--- config.mk ---
export PLATFORM = sky130hd
export DESIGN_NAME = seg_scan_ctrl
export DESIGN_NICKNAME = d
export VERILOG_FILES = /design/src/rtl/seg_scan_ctrl.sv
export SDC_FILE = /design/constraint.sdc
export NUM_CORES = 1
export LEC_CHECK = 0
export BUFFER_PORTS_ARGS = -buffer_cell sky130_fd_sc_hd__buf_2
export CAP_MARGIN = 20
export CORE_MARGIN = 8
export CORE_UTILIZATION = 50
export DETAILED_ROUTE_END_ITERATION = 8
export PLACE_DENSITY = 0.7
export RECOVER_POWER = 100
export REMOVE_ABC_BUFFERS = 1
export SYNTH_ARGS = -nofsm -noshare
export SYNTH_HDL_FRONTEND = slang
export SYNTH_SLANG_ARGS = --single-unit
export TNS_END_PERCENT = 1
--- constraint.sdc ---
create_clock -name clk_in -period 12 [get_ports clk_in]
set_clock_uncertainty 0.2 [all_clocks]
set_input_delay 2.4 -clock clk_in [delete_from_list [all_inputs] [get_ports clk_in]]
set_output_delay 2.4 -clock clk_in [all_outputs]
set_load 0.05 [all_outputs]
--- src/rtl/seg_scan_ctrl.sv ---
`default_nettype none
// ============================================================================
// Module      : seg_scan_ctrl
// Description : Time-multiplexed common-anode seven-segment driver with
//               per-digit enable, PWM brightness and frame-synchronous
//               double-buffered digit data.
// Revision    : 1.0 - initial release
// ============================================================================
module seg_scan_ctrl #(
    parameter int NUM_DIGITS = 8,
    parameter int SEG_W      = 7,
    parameter int PRESCALE   = 100000,
    parameter int BRIGHT_W   = 3
) (
    input  logic                        clk_in,
    input  logic                        rst,
    input  logic [NUM_DIGITS*SEG_W-1:0] digit_data,
    input  logic [NUM_DIGITS-1:0]       dp_in,
    input  logic [NUM_DIGITS-1:0]       digit_en,
    input  logic [BRIGHT_W-1:0]         brightness,
    input  logic                        load,
    output logic [SEG_W-1:0]            seven_seg,
    output logic                        dp,
    output logic [NUM_DIGITS-1:0]       AN,
    output logic                        frame_tick
);

    localparam int c_PRE_W  = (PRESCALE > 1) ? $clog2(PRESCALE) : 1;
    localparam int c_IDX_W  = (NUM_DIGITS > 1) ? $clog2(NUM_DIGITS) : 1;
    localparam int c_DATA_W = NUM_DIGITS * SEG_W;

    logic [c_PRE_W-1:0]    r_pre_cnt;
    logic [BRIGHT_W-1:0]   r_sub_cnt;
    logic [c_IDX_W-1:0]    r_digit_idx;
    logic [BRIGHT_W-1:0]   r_bright_act;

    logic [c_DATA_W-1:0]   r_pend_data;
    logic [NUM_DIGITS-1:0] r_pend_dp;
    logic [NUM_DIGITS-1:0] r_pend_en;
    logic                  r_pend_flag;
    logic [c_DATA_W-1:0]   r_act_data;
    logic [NUM_DIGITS-1:0] r_act_dp;
    logic [NUM_DIGITS-1:0] r_act_en;

    logic                  w_pre_wrap;
    logic                  w_slot_end;
    logic                  w_frame_end;
    logic [SEG_W-1:0]      w_seg_sel;
    logic                  w_dp_sel;
    logic                  w_en_sel;
    logic [NUM_DIGITS-1:0] w_an_sel;
    logic                  w_lit;

    always_comb begin
        w_pre_wrap  = (r_pre_cnt == c_PRE_W'(PRESCALE - 1));
        w_slot_end  = w_pre_wrap && (&r_sub_cnt);
        w_frame_end = w_slot_end && (r_digit_idx == c_IDX_W'(NUM_DIGITS - 1));
        w_seg_sel   = '0;
        w_dp_sel    = 1'b0;
        w_en_sel    = 1'b0;
        w_an_sel    = '1;
        for (int i = 0; i < NUM_DIGITS; i++) begin
            if (r_digit_idx == c_IDX_W'(i)) begin
                w_seg_sel   = r_act_data[i*SEG_W +: SEG_W];
                w_dp_sel    = r_act_dp[i];
                w_en_sel    = r_act_en[i];
                w_an_sel[i] = 1'b0;
            end
        end
        w_lit = w_en_sel && (r_sub_cnt < r_bright_act);
    end

    // Scan counters: prescaler -> PWM sub-phase -> digit slot.
    always_ff @(posedge clk_in or posedge rst) begin
        if (rst) begin
            r_pre_cnt    <= '0;
            r_sub_cnt    <= '0;
            r_digit_idx  <= '0;
            r_bright_act <= '0;
        end else begin
            r_pre_cnt <= w_pre_wrap ? '0 : r_pre_cnt + 1'b1;
            if (w_pre_wrap)
                r_sub_cnt <= r_sub_cnt + 1'b1;
            if (w_slot_end) begin
                r_bright_act <= brightness;
                r_digit_idx  <= w_frame_end ? '0 : r_digit_idx + 1'b1;
            end
        end
    end

    // A load coinciding with the frame boundary bypasses the pending stage.
    always_ff @(posedge clk_in or posedge rst) begin
        if (rst) begin
            r_pend_data <= '0;
            r_pend_dp   <= '0;
            r_pend_en   <= '0;
            r_pend_flag <= 1'b0;
            r_act_data  <= '0;
            r_act_dp    <= '0;
            r_act_en    <= '0;
        end else if (w_frame_end) begin
            if (load) begin
                r_act_data  <= digit_data;
                r_act_dp    <= dp_in;
                r_act_en    <= digit_en;
                r_pend_flag <= 1'b0;
            end else if (r_pend_flag) begin
                r_act_data  <= r_pend_data;
                r_act_dp    <= r_pend_dp;
                r_act_en    <= r_pend_en;
                r_pend_flag <= 1'b0;
            end
        end else if (load) begin
            r_pend_data <= digit_data;
            r_pend_dp   <= dp_in;
            r_pend_en   <= digit_en;
            r_pend_flag <= 1'b1;
        end
    end

    // Segments are blanked whenever the anode is off to prevent ghosting.
    always_ff @(posedge clk_in or posedge rst) begin
        if (rst) begin
            AN         <= '1;
            seven_seg  <= '0;
            dp         <= 1'b0;
            frame_tick <= 1'b0;
        end else begin
            frame_tick <= w_frame_end;
            if (w_lit) begin
                AN        <= w_an_sel;
                seven_seg <= w_seg_sel;
                dp        <= w_dp_sel;
            end else begin
                AN        <= '1;
                seven_seg <= '0;
                dp        <= 1'b0;
            end
        end
    end

endmodule
`default_nettype wire

==> flow_summary.yaml <==
flow_run:
  max_cap_violations: 4
sta:
  slew_viol_final: 215
  hold_violations: 0
  fin_crit_ns: 7.36
  clock.fmax_mhz: 136
  tns_ns: 0
  slew_headroom: -0.791
  tightestPinTransition_ns: 2.69
  min_period_over_period: 0.613
  rsz0062_at_grt: "no"
  setup_violations: 0
worst_hold_path:
  hold_class: "reg2reg"
critical_path:
  worstPathMaxFanout: 66
  cp-end-kind: "flop"
  timing.reg2reg.setup_slack_ns: 7.92
  arrival_ns: 7.44
  crit_end: "r_act_data[16]"
  reg2reg_to: "dp"
  required_ns: 12.08
  crit_start: "load"
  start_kind: "input pin"
  rr_startpoint: "r_digit_idx[2]"
  path_class: "in2reg"
  reg2reg_depth: 7
floorplan:
  die_area_um2: 22200
  die_w_um: 149
  start_util: 0.510
  io_pins: 95
  rows: 48
  coreArea_um2: 17300
  die_y_um: 149
synthesis:
  netlist_instances: 847
  ys_seq_area_frac: 0.534
  ys.flop_type: "dfrtp_1"
  syn_avg_cell_area_um2: 10.4
  synth_edf_count: 0
  synth_top_area_cell: "dfrtp_1"
  yosys.area.top_type_share: 0.510
  syn_area_um2: 8830
  synth_cell_type_count: 52
  ys_ff_latch: 188
  async_flop_share: 1.00
  ys_warn_count: 0
  netlist_top_cells_area: "dfrtp_1, mux2_2, nand2_1"
clocking:
  h-tree-depth: 4
  clock-root-buffer: "clkbuf_16"
  cts_repair_resize_count: 0
  clkSinkCount: 188
  clock_latency_ns: 0.43
  cts_hold_buf: 0
  post-cts-setup-buffers: 0
  numCtsBuffers: 17
  cts_buffer_depth: 2
  clk_pin_slew_ns: 0.07
  cts_tree: "yes"
detailed_routing:
  dr_total_vias: 6581
  drtPass1Iterations: 5
  via_per_inst: 5.74
  drc: 0
  drt_wl_total_um: 20700
  wl_per_cell_um: 18.1
  drtAntennaViolNets: 0
  dr.first_iter.drc_count: 502
place:
  dp_hpwl_um: 13000
  port_buffers: 94
  place_congestion: 0.773
final_layout:
  fin_nets: 998
  num_antenna_cells: 0
  drive_gt1_frac: 0.215
  final_util: 0.576
  area_growth_pct: 12.8
grt:
  grt_usage: 0.191
  grt.overflow.total: 0
  grt_first_pass_wirelength_um: 34000
  antenna_found_initial: 0
  grt_max_degree: 81
  grt_pass1_vias: 6457
outcome:
  violations: "max-capacitance violations, max-slew violations"
  status: "finished with violations"
pwr:
  power_per_cell_area_nw_per_um2: 140
  p_leak_nw: 4.45
  power.total_mw: 1.39
  ir_drop_v: 0.000113
routing by layer:
layer	vias to the layer above	share of wire	GRT usage
met5	-	0	0
li1	3143	-	-
met1	3227	0.46	0.258
met3	18	0.056	0.0376
met4	0	0.012	0.0586
met2	193	0.47	0.307
report_power, final:
part           internal (mW)  switching, mW
registers              0.669         0.0188
logic                 0.0500         0.0516
clock network          0.366          0.239
kinds of logic after synthesis:
family / synth area share
xor gates and xnor gates: 0.0139
AOI/OAI and AO/OA: 0.153
buffers and inverters: 0.0429
adders and majority gates: 0.0156
muxes: 0.0982
DFF: 0.534
and+or+nand+nor: 0.142
per-stage QoR:
| stage | hold slack, ns | area, um^2 | cells | setup WS [ns] |
|---|---|---|---|---|
| after detailed placement | 0.267 | 9340 | 1113 | 7.00 |
| after global placement | 0.259 | 9340 | 1113 | 7.04 |
| after global routing | 0.309 | 9960 | 1147 | 4.19 |
| final | 0.279 | 9960 | 1147 | 4.64 |
| after CTS | 0.280 | 9970 | 1145 | 7.46 |
| after floorplan | 0.242 | 8510 | 785 | 4.30 |
worst min path at each step:
stage | depth (start not counted) | slack (ns) | to | startpoint
2_1_floorplan | 1 | 0.24 | AN[7] | r_act_en[7]
3_3_place_gp | 2 | 0.26 | r_act_dp[2] | r_act_dp[2]
3_5_place_dp | 2 | 0.27 | r_act_dp[2] | r_act_dp[2]
4_1_cts | 2 | 0.28 | r_act_dp[2] | r_act_dp[2]
5_1_grt | 2 | 0.31 | r_act_dp[2] | r_act_dp[2]
6_report | 2 | 0.28 | r_act_data[40] | r_act_data[40]
registers in the layout, indices dropped and copies added (netlist names):
signal / count
r_sub_cnt: 3
r_digit_idx: 3
r_act_dp: 8
AN: 8
r_act_en: 8
r_pre_cnt: 17
seven_seg: 7
r_pend_dp: 8
r_pend_flag: 1
r_pend_en: 8
r_bright_act: 3
r_act_data: 56
dp: 1
r_pend_data: 56
frame_tick: 1
cell usage in the layout, fill, tap and decap left out, types with 11 or more instances in the layout:
master	netlist	final
o22ai_1	19	19
ha_1	11	11
clkbuf_1	42	25
o21ai_0	72	89
a31oi_1	52	52
a21oi_1	23	23
a22oi_1	12	12
mux2_2	69	69
and3_1	11	11
inv_1	15	14
dfrtp_1	180	179
nor2b_1	11	11
buf_2	9	77
and2_1	50	50
nand2_1	106	106
clkbuf_16	0	17
nor2_1	31	31
nand3_1	19	19
area by class of cell:
type / instances / area [um^2]
Fill cell: 1523 / 7340
Sequential cell: 188 / 4720
Multi-Input combinational cell: 581 / 3730
Timing Repair Buffer: 105 / 529
Clock buffer: 22 / 474
Tap cell: 225 / 282
Clock inverter: 10 / 163
Inverter: 16 / 61.3
critical path: stages:
cell and delay, ns:
buf_2 0.07, clkbuf_1 1.88, clkinv_1 1.56, clkbuf_1 0.96
a31oi_1 0.40, o21ai_0 0.10
Yosys cell counts (2+ instances only):
library cell,instances
a211oi_1,2
a21o_1,4
a21oi_1,23
a221oi_1,2
a22oi_1,12
a31o_2,4
a31oi_1,52
and2_1,50
and3_1,11
buf_2,9
buf_6,8
clkbuf_1,42
dfrtp_1,180
dfstp_2,8
ha_1,11
inv_1,15
mux2_1,8
mux2_2,69
nand2_1,106
nand2b_1,2
nand3_1,19
nand4_1,8
nor2_1,31
nor2b_1,11
nor3_1,2
o2111ai_1,6
o21ai_0,72
o21ai_1,20
o22ai_1,19
o311a_1,7
xnor2_1,6
xor2_1,8
(Power assumes the default switching activity.)
